`src/rtl/game_sequencer_if.sv`:
```
// game_sequencer_if
//   Bundles the game controller's status inputs and its control/score
//   outputs so the sequencer, the pipe datapath and the overlays can share
//   one connection.
//   Inputs to the sequencer : fresh, START, score_out, collide, ground_hit
//   Outputs of the sequencer: game_status, pipe_reset, speed[3:0],
//                             score[15:0], high_score[15:0], state[1:0]
//   master = the sequencer itself; slave = whoever feeds and observes it.
interface game_sequencer_if;
  logic        fresh;
  logic        START;
  logic        score_out;
  logic        collide;
  logic        ground_hit;
  logic        game_status;
  logic        pipe_reset;
  logic [3:0]  speed;
  logic [15:0] score;
  logic [15:0] high_score;
  logic [1:0]  state;

  modport master (
    input  fresh, START, score_out, collide, ground_hit,
    output game_status, pipe_reset, speed, score, high_score, state
  );

  modport slave (
    output fresh, START, score_out, collide, ground_hit,
    input  game_status, pipe_reset, speed, score, high_score, state
  );
endinterface

```
`src/rtl/game_sequencer.sv`:
```
// game_sequencer
//   Top-level game controller. Walks IDLE -> PLAY -> DYING -> OVER -> IDLE,
//   starts/stops pipe motion, holds the pipe block in reset while idle,
//   raises scroll speed as points accumulate and keeps a packed-BCD score
//   plus the best score since RESET.
//   Ports:
//     clk   - pixel-domain clock
//     RESET - asynchronous, active-high reset
//     bus   - game_sequencer_if.master (status in, control/score out)
module game_sequencer #(
  parameter int SPEED_INIT = 2,
  parameter int SPEED_MAX  = 8,
  parameter int SPEED_STEP = 5,
  parameter int DIE_FRAMES = 60
) (
  input  logic             clk,
  input  logic             RESET,
  game_sequencer_if.master bus
);

  if (SPEED_MAX > 15 || SPEED_MAX < 0) begin : g_bad_speed_max
    $error("game_sequencer: SPEED_MAX must fit in 4 bits");
  end
  if (SPEED_INIT > SPEED_MAX || SPEED_INIT < 0) begin : g_bad_speed_init
    $error("game_sequencer: SPEED_INIT must lie in 0..SPEED_MAX");
  end
  if (SPEED_STEP < 1) begin : g_bad_speed_step
    $error("game_sequencer: SPEED_STEP must be at least 1");
  end
  if (DIE_FRAMES < 1 || DIE_FRAMES > 255) begin : g_bad_die_frames
    $error("game_sequencer: DIE_FRAMES must lie in 1..255");
  end

  localparam int          STEP_W     = (SPEED_STEP > 1) ? $clog2(SPEED_STEP) : 1;
  localparam [STEP_W-1:0] STEP_LAST  = STEP_W'(SPEED_STEP - 1);
  localparam [7:0]        FRAME_LAST = 8'(DIE_FRAMES - 1);
  localparam [3:0]        SPEED_I    = 4'(SPEED_INIT);
  localparam [3:0]        SPEED_M    = 4'(SPEED_MAX);

  typedef enum logic [1:0] {
    IDLE  = 2'd0,
    PLAY  = 2'd1,
    DYING = 2'd2,
    OVER  = 2'd3
  } state_t;

  state_t            state_q, state_d;
  logic              fresh_q, start_q, score_out_q;
  logic [15:0]       score_q, score_d;
  logic [15:0]       high_score_q, high_score_d;
  logic [3:0]        speed_q, speed_d;
  logic [STEP_W-1:0] step_q, step_d;
  logic [7:0]        frame_q, frame_d;

  logic frame_tick, start_rise, pass_rise;

  // Frame boundary is the falling edge of fresh (start of blanking);
  // START and score_out count on their rising edges.
  assign frame_tick = fresh_q & ~bus.fresh;
  assign start_rise = bus.START & ~start_q;
  assign pass_rise  = bus.score_out & ~score_out_q;

  // Packed-BCD +1 with per-digit carry; 9999 sticks rather than wrapping.
  function automatic logic [15:0] bcd_inc(input logic [15:0] v);
    logic [15:0] r;
    logic        carry;
    r     = v;
    carry = 1'b1;
    if (v != 16'h9999) begin
      for (int i = 0; i < 4; i++) begin
        if (carry) begin
          if (r[4*i +: 4] == 4'd9) begin
            r[4*i +: 4] = 4'd0;
          end else begin
            r[4*i +: 4] = r[4*i +: 4] + 4'd1;
            carry       = 1'b0;
          end
        end
      end
    end
    return r;
  endfunction

  always_ff @(posedge clk or posedge RESET) begin
    if (RESET) begin
      state_q      <= IDLE;
      fresh_q      <= 1'b0;
      start_q      <= 1'b0;
      score_out_q  <= 1'b0;
      score_q      <= 16'h0000;
      high_score_q <= 16'h0000;
      speed_q      <= SPEED_I;
      step_q       <= '0;
      frame_q      <= 8'd0;
    end else begin
      state_q      <= state_d;
      fresh_q      <= bus.fresh;
      start_q      <= bus.START;
      score_out_q  <= bus.score_out;
      score_q      <= score_d;
      high_score_q <= high_score_d;
      speed_q      <= speed_d;
      step_q       <= step_d;
      frame_q      <= frame_d;
    end
  end

  always_comb begin
    state_d      = state_q;
    score_d      = score_q;
    high_score_d = high_score_q;
    speed_d      = speed_q;
    step_d       = step_q;
    frame_d      = frame_q;
    case (state_q)
      IDLE: begin
        if (start_rise) begin
          state_d = PLAY;
          score_d = 16'h0000;
          speed_d = SPEED_I;
          step_d  = '0;
        end
      end
      PLAY: begin
        // A collision in the same cycle as a pipe pass forfeits that point.
        if (bus.collide || bus.ground_hit) begin
          state_d = DYING;
          frame_d = 8'd0;
        end else if (pass_rise) begin
          score_d = bcd_inc(score_q);
          if (step_q == STEP_LAST) begin
            step_d = '0;
            if (speed_q < SPEED_M) begin
              speed_d = speed_q + 4'd1;
            end
          end else begin
            step_d = step_q + 1'b1;
          end
        end
      end
      DYING: begin
        if (frame_tick) begin
          if (frame_q == FRAME_LAST) begin
            state_d = OVER;
            // Packed BCD orders the same as its decimal value.
            if (score_q > high_score_q) begin
              high_score_d = score_q;
            end
          end else begin
            frame_d = frame_q + 8'd1;
          end
        end
      end
      OVER: begin
        if (start_rise) begin
          state_d = IDLE;
        end
      end
      default: state_d = IDLE;
    endcase
  end

  assign bus.game_status = (state_q == PLAY);
  assign bus.pipe_reset  = (state_q == IDLE);
  assign bus.speed       = speed_q;
  assign bus.score       = score_q;
  assign bus.high_score  = high_score_q;
  assign bus.state       = state_q;

endmodule

```
`src/flat_wrapper.sv`:
```
// flat-port wrapper written by rule: the top's interface ports become plain ports
module game_sequencer_flat 
#(
  parameter int SPEED_INIT = 2,
  parameter int SPEED_MAX  = 8,
  parameter int SPEED_STEP = 5,
  parameter int DIE_FRAMES = 60
)
  (clk, RESET, bus_fresh, bus_START, bus_score_out, bus_collide, bus_ground_hit, bus_game_status, bus_pipe_reset, bus_speed, bus_score, bus_high_score, bus_state);
  game_sequencer_if bus_i ();
  input  logic clk;
  input  logic RESET;
  input wire logic [$bits(bus_i.fresh)-1:0] bus_fresh;
  input wire logic [$bits(bus_i.START)-1:0] bus_START;
  input wire logic [$bits(bus_i.score_out)-1:0] bus_score_out;
  input wire logic [$bits(bus_i.collide)-1:0] bus_collide;
  input wire logic [$bits(bus_i.ground_hit)-1:0] bus_ground_hit;
  output wire logic [$bits(bus_i.game_status)-1:0] bus_game_status;
  output wire logic [$bits(bus_i.pipe_reset)-1:0] bus_pipe_reset;
  output wire logic [$bits(bus_i.speed)-1:0] bus_speed;
  output wire logic [$bits(bus_i.score)-1:0] bus_score;
  output wire logic [$bits(bus_i.high_score)-1:0] bus_high_score;
  output wire logic [$bits(bus_i.state)-1:0] bus_state;
  assign bus_i.fresh = bus_fresh;
  assign bus_i.START = bus_START;
  assign bus_i.score_out = bus_score_out;
  assign bus_i.collide = bus_collide;
  assign bus_i.ground_hit = bus_ground_hit;
  assign bus_game_status = bus_i.game_status;
  assign bus_pipe_reset = bus_i.pipe_reset;
  assign bus_speed = bus_i.speed;
  assign bus_score = bus_i.score;
  assign bus_high_score = bus_i.high_score;
  assign bus_state = bus_i.state;
  game_sequencer #(.SPEED_INIT(SPEED_INIT), .SPEED_MAX(SPEED_MAX), .SPEED_STEP(SPEED_STEP), .DIE_FRAMES(DIE_FRAMES)) u_core (.clk(clk), .RESET(RESET), .bus(bus_i));
endmodule
```
`config.mk`:
```
export PLATFORM = sky130hd
export DESIGN_NAME = game_sequencer_flat
export DESIGN_NICKNAME = d
export VERILOG_FILES = /design/src/rtl/game_sequencer_if.sv /design/src/rtl/game_sequencer.sv /design/src/flat_wrapper.sv
export SDC_FILE = /design/constraint.sdc
export NUM_CORES = 1
export LEC_CHECK = 0
export ABC_CLOCK_PERIOD_IN_PS = 3170
export CORE_MARGIN = 1.5
export CORE_UTILIZATION = 49
export CTS_CLUSTER_SIZE = 16
export DETAILED_ROUTE_END_ITERATION = 6
export GPL_ROUTABILITY_DRIVEN = 1
export PLACE_DENSITY = 0.73
export SYNTH_ARGS = -nofsm -noshare
export SYNTH_HDL_FRONTEND = slang
export SYNTH_SLANG_ARGS = --single-unit
```
`constraint.sdc`:
```
create_clock -name clk -period 3.17 [get_ports clk]
set_input_delay 0.634 -clock clk [delete_from_list [all_inputs] [get_ports clk]]
set_output_delay 0.634 -clock clk [all_outputs]
set_load 0.005 [all_outputs]
```
* Word level (Yosys, flattened, before mapping) *
Cells that the tools add are included.

word-level totals
  output and inout bits = 40
  word-level logic and storage cells = 114
  input bits = 7
  register bits = 52

cells by class
  equal/unequal tests = 24
  bitwise logic cells = 6
  mux-type cells = 50
  order comparisons = 2
  add/sub/neg operators = 7
  reductions and logical operators = 13

operators by type and width
  operator                                             number
  two-way mux 16 bit                                   4
  two-way mux 4 bit                                    12
  case mux 16 bit (2 select lines)                     1
  two-way mux 8 bit                                    3
  != test 2 x 1 -> 1 bit, second input constant        12
  AND reduction 6 bit                                  4
  adder 4 x 1 -> 4 bit, second input constant          5
  two-way mux 1 bit                                    17
  equality test 4 bit, second input constant           4
  greater-than comparator 16 bit                       1
  != test 16 bit, second input constant                1
  case mux 8 bit (2 select lines)                      1
  two-way mux 3 bit                                    4
  AND reduction 4 bit                                  3
  two-way mux 2 bit                                    5
  AND reduction 5 bit                                  2
  adder 8 x 1 -> 8 bit, second input constant          1
  equality test 8 x 6 -> 1 bit, second input constant  1
  case mux 2 bit (4 select lines)                      1
  case mux 4 bit (2 select lines)                      1
  case mux 3 bit (2 select lines)                      1
  equality test 2 bit, second input constant           2
  < comparator 4 bit, second input constant            1
  != test 2 bit, second input constant                 2
  other kinds (8)                                      13

* Longest topological paths before layout *
Gate-level depths: netlist of run 1.

  depth in word-level cells = 21
  mapped depth = 9
  mapped depth without buffers = 7

* Worst setup path before layout of run 1 *
OpenSTA, ideal clock, no wires.

  path type = register to register
  from = register u_core.score_q[14] (netlist: u_core.bus.score[14])
  to = register u_core.high_score_q[2] (netlist: u_core.bus.high_score[2])
  setup slack = 887 ps
  buffers on the path = 1
  required time = 3045 ps
  library setup time = 125 ps
  clock period less this slack = 2283 ps
  arrival = 2158 ps
  stages on the path, launching flop included = 8
  cell sequence = dfrtp_1 ha_1 nand4_1 nor4_1 o21ai_0 a31oi_4 buf_6 mux2_4

on the way
  longest elaborated chain between the ends = 2

ends and longest elaborated chain
  what                                  RTL line               text
  start, declared                       game_sequencer.sv:49   logic [15:0] score_q, score_d;
  start signal, assigned                game_sequencer.sv:100  score_q <= score_d;
  greater-than comparator 16 bit        game_sequencer.sv:146  if (score_q > high_score_q) begin
  AND reduction 4 bit (no source line)  --
  end signal, assigned                  game_sequencer.sv:101  high_score_q <= high_score_d;
  end, declared                         game_sequencer.sv:50   logic [15:0] high_score_q, high_score_d;

No other way between the ends.
A chain may end at the register's enable or synchronous reset.

* Worst setup path after layout of run 1 *
  from = register u_core.state_q[1] (netlist: u_core.bus.state[1])
  to = output bus_game_status

on the way
  longest elaborated chain between the ends = 1

ends and longest elaborated chain
  what                          RTL line               text
  start, declared               game_sequencer.sv:47   state_t state_q, state_d;
  start signal, assigned        game_sequencer.sv:96   state_q <= state_d;
  equality test 2 x 1 -> 1 bit  game_sequencer.sv:163  assign bus.game_status = (state_q == PLAY);
  end, declared                 flat_wrapper.sv:18     output wire logic [$bits(bus_i.game_status)-1:0] bus_game_status;

No other way between the ends.

==> results of run 1 <==
## kinds of logic (layout without fill, tap and decap cells)
group | Yosys count | in the layout
AO/OA/AOI/OAI | 57 | 57
XOR/XNOR | 8 | 8
adder cells (fa/ha/maj) | 32 | 32
buffers and inverters | 37 | 92
flip-flops | 52 | 52
multiplexers | 23 | 23
AND/OR/NAND/NOR | 106 | 106
## registers in the layout (all words and copies together) (netlist names)
signal                 cells
u_core.fresh_q             1
u_core.bus.speed           4
u_core.frame_q             8
u_core.bus.high_score     16
u_core.bus.score          16
u_core.bus.state           2
u_core.step_q              3
u_core.start_q             1
u_core.score_out_q         1
## how the worst min path moves through the flow
stage / end / cells after the start / slack [ns]
after floorplan: u_core.step_q[2] / 1 / 0.47
after global placement: u_core.bus.speed[1] / 2 / 0.48
after detailed placement: u_core.step_q[2] / 1 / 0.51
after CTS: u_core.step_q[2] / 1 / 0.52
after global routing: u_core.bus.high_score[10] / 1 / 0.56
final: u_core.bus.speed[1] / 2 / 0.52
## critical path: stages (launching register included)
cell,delay [ns]
dfrtp_1,0.43
inv_1,0.09
ha_1,0.56
clkdlybuf4s50_1,0.63
## Yosys cell counts (4+ instances only)
cell / n / share of area, %
inv_1: 31 / 3.7
nand4_1: 11 / 2.2
ha_1: 32 / 13
nand3_1: 9 / 1.4
a21oi_1: 13 / 2.1
o21ai_0: 15 / 2.4
mux2_4: 4 / 1.9
nand2_1: 26 / 3.1
xor2_1: 7 / 1.9
mux2i_1: 9 / 2.9
mux2_2: 8 / 2.9
and3b_1: 5 / 1.4
nor2_1: 29 / 3.5
dfrtp_1: 51 / 41
nor3_1: 5 / 0.80
## power by group
part / internal, mW / leakage, nW / switching, mW / total (mW)
Clock: 0.159 / 0.0485 / 0.232 / 0.391
Combinational: 0.380 / 1.01 / 0.458 / 0.838
Sequential: 0.757 / 0.673 / 0.109 / 0.866
## metrics by stage
stage | instances | area [sq um]
after global placement | 439 | 3735
after CTS | 447 | 3826
final | 447 | 3826
after floorplan | 315 | 3146
after detailed placement | 439 | 3735
after global routing | 447 | 3826
## layer usage
layer | share of wire (%) | up-vias | global-route usage (%)
li1 | - | 1219 | -
met1 | 47 | 1185 | 27.91
met2 | 47 | 53 | 32.00
met3 | 4.7 | 5 | 3.579
met4 | 1.1 | 0 | 4.848
met5 | 0 | - | 0
## final cells by class
type | instances | share of cell area [%]
timing repair buffer | 53 | 13.73
clock inverter | 3 | 0.5886
tap | 77 | 2.518
multi-input combinational | 226 | 44.28
clock buffer | 5 | 1.799
inverter | 31 | 3.041
sequential | 52 | 34.04
==> metrics.csv, run 1 <==
stage,metric,value,unit
outcome,outcome,completed,
hold_path,hp-class,reg -> reg,
logic_synthesis,synth_compound_area_share,12.89,%
cts,cts_tree,yes,
sta,min_period,2.657,ns
logic_synthesis,synth_xor_area_share,2.228,%
placed_design,port_buffers,46,
cts,cts_setup_buffers,0,
worst_setup_path,reg2reg_to,u_core.bus.high_score[15],
logic_synthesis,synth_cell_types,51,
worst_setup_path,end_kind,primary output,
sta,timing.fmax,376.4,MHz
logic_synthesis,yosysWarnings,0,
cells_and_area,mostFrequentLayoutCell,dfrtp_1,
hold_path,min_from,u_core.bus.speed[1],
worst_setup_path,cp-startpoint,u_core.bus.state[1],
drt,routed_wl,6.436,mm
placed_design,gp_congestion,0.8127,
worst_setup_path,worstPathArrival,2.02,ns
worst_setup_path,worstPathRequired,2.54,ns
power_and_ir_drop,powerDensity,547.3,mW/mm^2
power_and_ir_drop,p_leak,1.731,nW
logic_synthesis,synth_edf_count,0,
global_routing,grt_pass1_wl,11.45,mm
cells_and_area,fin_util,60.95,%
floorplan,die_h,83.12,um
sta,finalSetupViolCount,0,
drt,vias,2462,
logic_synthesis,syn_area_per_cell,9.986,sq um
floorplan,io_pins,47,
floorplan,die-area,0.006909,sq mm
cts,cts_buffers,5,
logic_synthesis,synth.net_count,354,
cells_and_area,seq_area,0.001303,sq mm
drt,ant_nets,0,
sta,whs,0.5224,ns
worst_setup_path,r2r_cells,7,
floorplan,die_w,83.12,um
cells_and_area,drive_above_1_share,10.00,%
logic_synthesis,ys_ff_latch,52,
power_and_ir_drop,p_total,2.094,mW
global_routing,grt_max_degree,53,
logic_synthesis,muxShareOfSynthArea,8.353,%
logic_synthesis,syn-cell-area,0.003146,sq mm
placed_design,place_ws,0.3959,ns
cts,clock-sinks,52,
sta,max-slew-margin-rel,37.25,%
worst_setup_path,crit_type,reg -> out,
drt,drcViolationCount,0,
worst_setup_path,endpoint,bus_game_status,
global_routing,grt_use_total,19.87,%
cells_and_area,fin_nets,408,
logic_synthesis,synth-seq-area-share,41.41,%
cts,cts_hold_buf,0,
cts,htreeDepth,2,
worst_setup_path,rr_startpoint,u_core.bus.score[12],
drt,drt_iter0_markers,102,
cts,post_cts_resized,0,
cts,cts_root_buffer,clkbuf_8,
worst_setup_path,reg2reg_slack,0.59,ns
sta,timing.final.ws_setup,0.5129,ns
logic_synthesis,ys.flop_type,dfrtp_1,
cells_and_area,syn2layout_area_growth,21.64,%
cells_and_area,diodes,0,
worst_setup_path,crit_path_max_fanout,14,
floorplan,fp.coreArea,0.006277,sq mm
logic_synthesis,synthAdderAreaFrac,12.73,%
placed_design,hpwl,4.834,mm
cts,clock_latency,0.31,ns
cells_and_area,nFillCells,530,
floorplan,start_util,50.11,%
logic_synthesis,synth_top_family_by_area,simple AND/OR/NAND/NOR gates,
sta,fin_crit_sh,83.82,%
cells_and_area,mostFrequentLayoutCells,"dfrtp_1 (51), clkdlybuf4s50_1 (46), ha_1 (32)",
sta,final.setup.tns,0,ns
drt,first_pass_iters,4,
sta,tightest_slew,0.9378,ns
cts,path_clk_slew,0.10,ns
global_routing,antenna_found_initial,0,
cts,cts_buffer_depth,2,
global_routing,gr-total-overflow,0,
logic_synthesis,synthArstFlopShare,100.0,%
flow_run,max_cap_violations,0,
drt,wl_per_cell,14.40,um
sta,hold_viol_final,0,
worst_setup_path,cp-start-kind,flop,
sta,clock_skew,0.006510,ns
power_and_ir_drop,max-vdd-ir-drop,0.3983,mV
sta,slew_viol_final,0,
logic_synthesis,yosys.area_share.simple,17.66,%
logic_synthesis,syn_inst,315,
drt,vias_per_cell,5.508,
floorplan,rows,29,
global_routing,first_global_vias,2363,
cells_and_area,multi_input_area,0.001694,sq mm
sta,rsz0062_at_grt,no,
Power figures use the tool's default switching activity.
==> inputs of run 2 (changes only) <==
--- a/config.mk
+++ b/config.mk
@@ -5,7 +5,7 @@
 export SDC_FILE = /design/constraint.sdc
 export NUM_CORES = 1
 export LEC_CHECK = 0
-export ABC_CLOCK_PERIOD_IN_PS = 3170
+export ABC_CLOCK_PERIOD_IN_PS = 2580
 export CORE_MARGIN = 1.5
 export CORE_UTILIZATION = 49
 export CTS_CLUSTER_SIZE = 16
==> constraint.sdc (replaced) <==
create_clock -name clk -period 2.58 [get_ports clk]
set_input_delay 0.516 -clock clk [delete_from_list [all_inputs] [get_ports clk]]
set_output_delay 0.516 -clock clk [all_outputs]
set_load 0.005 [all_outputs]
==> metrics.csv, run 2 (same netlist as run 1, synthesis figures left out) <==
stage,metric,value,unit,change
outcome,outcome,completed,,unchanged
power_and_ir_drop,max-vdd-ir-drop,0.5249,mV,was 0.3983 mV
cts,cts_buffers,5,,unchanged
cts,cts_root_buffer,clkbuf_8,,unchanged
cells_and_area,nFillCells,520,,was 530
sta,rsz0062_at_grt,no,,unchanged
drt,met1_length,3.241,mm,was 3.033 mm
sta,hold_viol_final,0,,unchanged
cts,clock-sinks,52,,unchanged
power_and_ir_drop,swShare,36.18,%,was 38.14%
flow_run,max_cap_violations,0,,unchanged
sta,min_period,2.412,ns,
cts,cts_hold_buf,0,,unchanged
cts,cts_buffer_depth,2,,unchanged
power_and_ir_drop,seqPwrFrac,37.5,%,was 41.3%
global_routing,gr-total-overflow,0,,unchanged
floorplan,start_util,50.11,%,unchanged
sta,fin_crit_sh,93.50,%,
power_and_ir_drop,power_frac_clock,20.8,%,was 18.7%
power_and_ir_drop,power_frac_comb,41.7,%,was 40.0%
global_routing,grt_use_total,20.15,%,was 19.87%
drt,wl_per_cell,14.41,um,was 14.40 um
power_and_ir_drop,powerDensity,688.2,mW/mm^2,was 547.3 mW/mm^2
worst_setup_path,end_kind,flop,,was primary output
cts,htreeDepth,2,,unchanged
cells_and_area,syn2layout_area_growth,27.41,%,was 21.64%
cells_and_area,diodes,0,,unchanged
cells_and_area,drive_above_1_share,14.65,%,was 10.00%
power_and_ir_drop,p_int,1.760,mW,was 1.295 mW
drt,first_pass_iters,4,,unchanged
sta,tightest_slew,0.5987,ns,was 0.9378 ns
drt,drcViolationCount,0,,unchanged
cells_and_area,fin_util,63.84,%,was 60.95%
cts,cts_setup_buffers,0,,unchanged
placed_design,port_buffers,46,,unchanged
sta,clock_skew,0.01160,ns,was 0.006510 ns
drt,drt_iter0_markers,98,,was 102
global_routing,antenna_found_initial,0,,unchanged
placed_design,gp_congestion,0.8311,,was 0.8127
floorplan,fp.coreArea,0.006277,sq mm,unchanged
worst_setup_path,worstPathRequired,2.77,ns,was 2.54 ns
global_routing,first_global_vias,2479,,was 2363
worst_setup_path,cp-start-kind,flop,,unchanged
cts,clock_latency,0.31,ns,about the same
drt,maxUsedRoutingLayer,met4,,unchanged
cells_and_area,fin_nets,427,,was 408
sta,slew_viol_final,0,,unchanged
drt,wl_met2,3.091,mm,was 3.030 mm
floorplan,die_h,83.12,um,unchanged
drt,ant_nets,0,,unchanged
worst_setup_path,crit_type,reg -> reg,,was reg -> out
drt,routed_wl,6.714,mm,was 6.436 mm
global_routing,grt_pass1_wl,11.56,mm,was 11.45 mm
drt,route.met3.wl,226,um,was 302 um
cts,post_cts_resized,0,,unchanged
worst_setup_path,worstPathArrival,2.60,ns,was 2.02 ns
floorplan,die_w,83.12,um,unchanged
cts,cts_tree,yes,,unchanged
cells_and_area,design_area,0.004008,sq mm,was 0.003826 sq mm
placed_design,dpl_cell_area,0.003890,sq mm,was 0.003735 sq mm
power_and_ir_drop,p_leak,1.840,nW,was 1.731 nW
sta,max-slew-margin-rel,60.09,%,was 37.25%
floorplan,rows,29,,unchanged
hold_path,hp-class,reg -> reg,,unchanged
floorplan,die-area,0.006909,sq mm,unchanged
power_and_ir_drop,switching_power,0.9978,mW,was 0.7987 mW
sta,finalSetupViolCount,0,,unchanged
drt,vias_per_cell,5.549,,was 5.508
sta,timing.fmax,414.5,MHz,
placed_design,hpwl,5.128,mm,was 4.834 mm
drt,vias,2586,,was 2462
sta,final.setup.tns,0,ns,unchanged
cts,path_clk_slew,0.10,ns,about the same
worst_setup_path,crit_path_max_fanout,6,,was 14
cells_and_area,mostFrequentLayoutCell,dfrtp_1,,unchanged
global_routing,grt_max_degree,31,,was 53
floorplan,io_pins,47,,unchanged
cells_and_area,mostFrequentLayoutCells,"dfrtp_1 (51), clkdlybuf4s50_1 (46), ha_1 (32)",,unchanged
==> run 2: cell count changes in the layout (fill, tap and decap cells not counted), sizes merged <==
| cell | change |
|---|---|
| buf | +19 |
| bufinv | +1 |
| clkinv | -1 |
| clkinvlp | +1 |
| inv | -1 |
==> run 2: final timing paths <==
check / startpoint / endpoint / slack [ns] / cells past startpoint
worst min register to register: u_core.bus.speed[1] / u_core.bus.speed[1] / 0.51 / 2
min in group asynchronous: RESET / u_core.bus.high_score[3] / 0.55 / 2
worst max register to register: u_core.bus.high_score[14] / u_core.bus.high_score[0] / 0.17 / 10
max in group asynchronous: RESET / u_core.bus.speed[1] / 1.41 / 3
worst min-delay path: u_core.bus.speed[1] / u_core.bus.speed[1] / 0.51 / 2
worst max-delay path: u_core.bus.high_score[14] / u_core.bus.high_score[0] / 0.17 / 10
==> run 2: power groups by stage <==
stage	Clock (mW)	Combinational [mW]	Sequential, mW
finish	0.572	1.15	1.03
CTS	0.580	1.16	1.03
global route	0.609	1.30	1.06
floorplan	0	0.684	1.06
global placement	0	1.13	1.05
detailed placement	0	1.15	1.05
==> run 2: stage by stage <==
stage / worst slack, ns / instances / hold WS [ns] / power, mW
after CTS: 0.1584 / 466 / 0.5110 / 2.772
after global routing: 0.03659 / 466 / 0.5251 / 2.968
final: 0.1676 / 466 / 0.5078 / 2.758
after global placement: 0.09287 / 458 / 0.4912 / 2.177
after floorplan: 0.2968 / 315 / 0.4724 / 1.744
after detailed placement: 0.04910 / 458 / 0.4966 / 2.204
==> run 2: routing by layer <==
layer | vias up | track usage (%)
met1 | 1253 | 28.30
li1 | 1269 | -
met3 | 13 | 2.485
met2 | 51 | 32.52
met5 | - | 0
met4 | 0 | 6.667
==> run 2: final cells by class <==
cell class	count	area [sq um]	share of cell area, %
clock buffer	5	68.82	1.717
tap	77	96.34	2.404
timing repair buffer	72	680.7	16.98
sequential	52	1303	32.50
inverter	31	116.4	2.904
clock inverter	3	42.54	1.062
multi-input combinational	226	1700	42.43
==> run 2: worst max-delay path, cell delays in order (launching register included) <==
cell and delay (ns):
dfrtp_1 0.36, inv_1 0.06, ha_1 0.31, nand4_1 0.19, buf_4 0.20, nor3_1 0.20, nor4_1 0.07, buf_4 0.14
a31oi_4 0.21, buf_4 0.21, mux2_2 0.35
==> inputs of run 3 (changes only) <==
--- a/config.mk
+++ b/config.mk
@@ -10,8 +10,8 @@
 export CORE_UTILIZATION = 49
 export CTS_CLUSTER_SIZE = 16
 export DETAILED_ROUTE_END_ITERATION = 6
-export GPL_ROUTABILITY_DRIVEN = 1
 export PLACE_DENSITY = 0.73
+export REMOVE_ABC_BUFFERS = 1
 export SYNTH_ARGS = -nofsm -noshare
 export SYNTH_HDL_FRONTEND = slang
 export SYNTH_SLANG_ARGS = --single-unit
==> metrics.csv, run 3 (same netlist as run 1, synthesis figures left out) <==
stage,metric,value,unit,change
global_routing,grt_pass1_wl,11.53,mm,was 11.56 mm
worst_setup_path,cp-start-kind,flop,,unchanged
power_and_ir_drop,p_leak,1.824,nW,was 1.840 nW
worst_setup_path,cp-startpoint,u_core.bus.high_score[14],,unchanged
global_routing,grt_max_degree,34,,was 31
cts,clock_latency,0.30,ns,was 0.31 ns
worst_setup_path,worstPathArrival,2.51,ns,was 2.60 ns
cells_and_area,diodes,0,,unchanged
placed_design,dp.cells,457,,was 458
worst_setup_path,crit_type,reg -> reg,,unchanged
power_and_ir_drop,max-vdd-ir-drop,0.5678,mV,was 0.5249 mV
cts,clock-sinks,52,,unchanged
placed_design,dpl_cell_area,0.003882,sq mm,was 0.003890 sq mm
hold_path,holdPathStages,1,,was 2
sta,finalSetupViolCount,0,,unchanged
floorplan,fp.coreArea,0.006277,sq mm,unchanged
cells_and_area,fin_nets,426,,was 427
drt,vias_per_cell,5.510,,was 5.549
cells_and_area,mostFrequentLayoutCells,"dfrtp_1 (51), clkdlybuf4s50_1 (46), ha_1 (32)",,unchanged
flow_run,max_cap_violations,0,,unchanged
sta,hold_viol_final,0,,unchanged
sta,max-slew-margin-rel,64.12,%,was 60.09%
placed_design,gp_congestion,0.8259,,was 0.8311
global_routing,antenna_found_initial,0,,unchanged
worst_setup_path,reg2reg_slack,0.26,ns,was 0.17 ns
worst_setup_path,crit_path_max_fanout,6,,unchanged
sta,final.setup.tns,0,ns,unchanged
cells_and_area,fin_util,63.34,%,was 63.84%
worst_setup_path,endpoint,u_core.bus.high_score[7],,was u_core.bus.high_score[0]
worst_setup_path,r2r_cells,9,,was 10
worst_setup_path,slowest_stage,dfrtp_1,,unchanged
cts,cts_buffer_depth,2,,unchanged
global_routing,gr-total-overflow,0,,unchanged
placed_design,port_buffers,46,,unchanged
placed_design,hpwl,5.027,mm,was 5.128 mm
global_routing,first_global_vias,2417,,was 2479
drt,wl_per_cell,14.39,um,was 14.41 um
worst_setup_path,slowest_delay,0.36,ns,about the same
worst_setup_path,worstPathRequired,2.77,ns,about the same
floorplan,io_pins,47,,unchanged
worst_setup_path,reg2reg_to,u_core.bus.high_score[7],,was u_core.bus.high_score[0]
worst_setup_path,cp_common_cell,buf_4,,unchanged
sta,min_period,2.325,ns,was 2.412 ns
cts,cts_root_buffer,clkbuf_8,,unchanged
floorplan,start_util,50.11,%,unchanged
cts,cts_hold_buf,0,,unchanged
drt,ant_nets,0,,unchanged
floorplan,die_h,83.12,um,unchanged
cells_and_area,design_area,0.003976,sq mm,was 0.004008 sq mm
sta,slew_viol_final,0,,unchanged
sta,fin_crit_sh,90.10,%,was 93.50%
worst_setup_path,rr_startpoint,u_core.bus.high_score[14],,unchanged
sta,rsz0062_at_grt,no,,unchanged
drt,routed_wl,6.693,mm,was 6.714 mm
drt,met1_length,3.138,mm,was 3.241 mm
global_routing,grt_use_total,20.20,%,was 20.15%
cells_and_area,final_cells,465,,was 466
drt,wl_met2,3.278,mm,was 3.091 mm
cells_and_area,mostFrequentLayoutCell,dfrtp_1,,unchanged
cts,cts_tree,yes,,unchanged
floorplan,die-area,0.006909,sq mm,unchanged
sta,tightest_slew,0.5382,ns,was 0.5987 ns
cts,path_clk_slew,0.09,ns,was 0.10 ns
cells_and_area,drive_above_1_share,13.92,%,was 14.65%
outcome,outcome,completed,,unchanged
cells_and_area,nFillCells,509,,was 520
drt,maxUsedRoutingLayer,met4,,unchanged
power_and_ir_drop,p_total,2.682,mW,was 2.758 mW
cts,post_cts_resized,0,,unchanged
cts,cts_buffers,5,,unchanged
worst_setup_path,crit_chain,inv_1 -> ha_1 -> nand4_1 -> nor4_1 -> buf_4 -> o21ai_0 -> a31oi_4 -> buf_4 -> mux2_4,,was inv_1 -> ha_1 -> nand4_1 -> buf_4 -> nor3_1 -> nor4_1 -> buf_4 -> a31oi_4 -> buf_4 -> mux2_2
cells_and_area,syn2layout_area_growth,26.41,%,was 27.41%
hold_path,hp-class,reg -> reg,,unchanged
drt,first_pass_iters,4,,unchanged
power_and_ir_drop,powerDensity,674.5,mW/mm^2,was 688.2 mW/mm^2
cts,htreeDepth,2,,unchanged
sta,clock_skew,0.01030,ns,was 0.01160 ns
drt,drcViolationCount,0,,unchanged
floorplan,die_w,83.12,um,unchanged
drt,route.met3.wl,229,um,was 226 um
worst_setup_path,end_kind,flop,,unchanged
sta,timing.fmax,430.2,MHz,was 414.5 MHz
cts,cts_setup_buffers,0,,unchanged
drt,drt_iter0_markers,132,,was 98
floorplan,rows,29,,unchanged
drt,vias,2562,,was 2586
[run 3: cell types whose count changed in the layout (fill, tap and decap cells not counted), sizes merged]
cell / previous run / this run
bufinv: 1 / 0
clkinv: 1 / 0
buf: 26 / 25
clkbuf: 5 / 7
[run 3: how the worst min path moves through the flow]
stage	to	slack [ns]	start
after floorplan	u_core.step_q[2]	0.47	u_core.step_q[2]
after global placement	u_core.step_q[2]	0.49	u_core.step_q[2]
after detailed placement	u_core.bus.speed[1]	0.50	u_core.bus.speed[1]
after CTS	u_core.bus.speed[1]	0.52	u_core.bus.speed[1]
after global routing	u_core.bus.state[1]	0.55	RESET
final	u_core.step_q[2]	0.52	u_core.step_q[2]
[run 3: critical path, delay by kind of cell (launching register included)]
kind / cells / cell delay, ns
simple gates: 2 / 0.47
compound gates: 2 / 0.33
fa+ha+maj: 1 / 0.30
mux: 1 / 0.31
flops: 1 / 0.36
buf+inv: 3 / 0.45
[run 3: area by class of cell]
class                           instances  area [sq um]  area share (%)
Clock buffer                            7         86.33           2.171
Clock inverter                          1         7.507          0.1888
Tap cell                               77         96.34           2.423
Timing Repair Buffer                   71         673.1           16.93
Sequential cell                        52          1303           32.76
Inverter                               31         116.4           2.926
Multi-Input combinational cell        226          1694           42.61
[run 3: where the power goes]
group	total, mW	leakage [nW]	internal, mW	switching [mW]
combinational	1.16	1.11	0.541	0.615
sequential	1.04	0.673	0.930	0.109
clock	0.488	0.0445	0.219	0.269
total	2.68	1.82	1.69	0.993
[run 3: routing by layer]
metal | global-route usage, % | up-vias
li1 | - | 1263
met1 | 28.17 | 1243
met2 | 33.48 | 52
met3 | 3.280 | 4
met4 | 4.091 | 0
met5 | 0 | -
[run 3: metrics by stage]
stage	setup slack, ns	hold slack, ns
floorplan	0.1889	0.4724
CTS	0.2454	0.5195
global placement	0.09854	0.4905
global route	0.08360	0.5486
detailed placement	0.04751	0.5002
finish	0.2554	0.5165
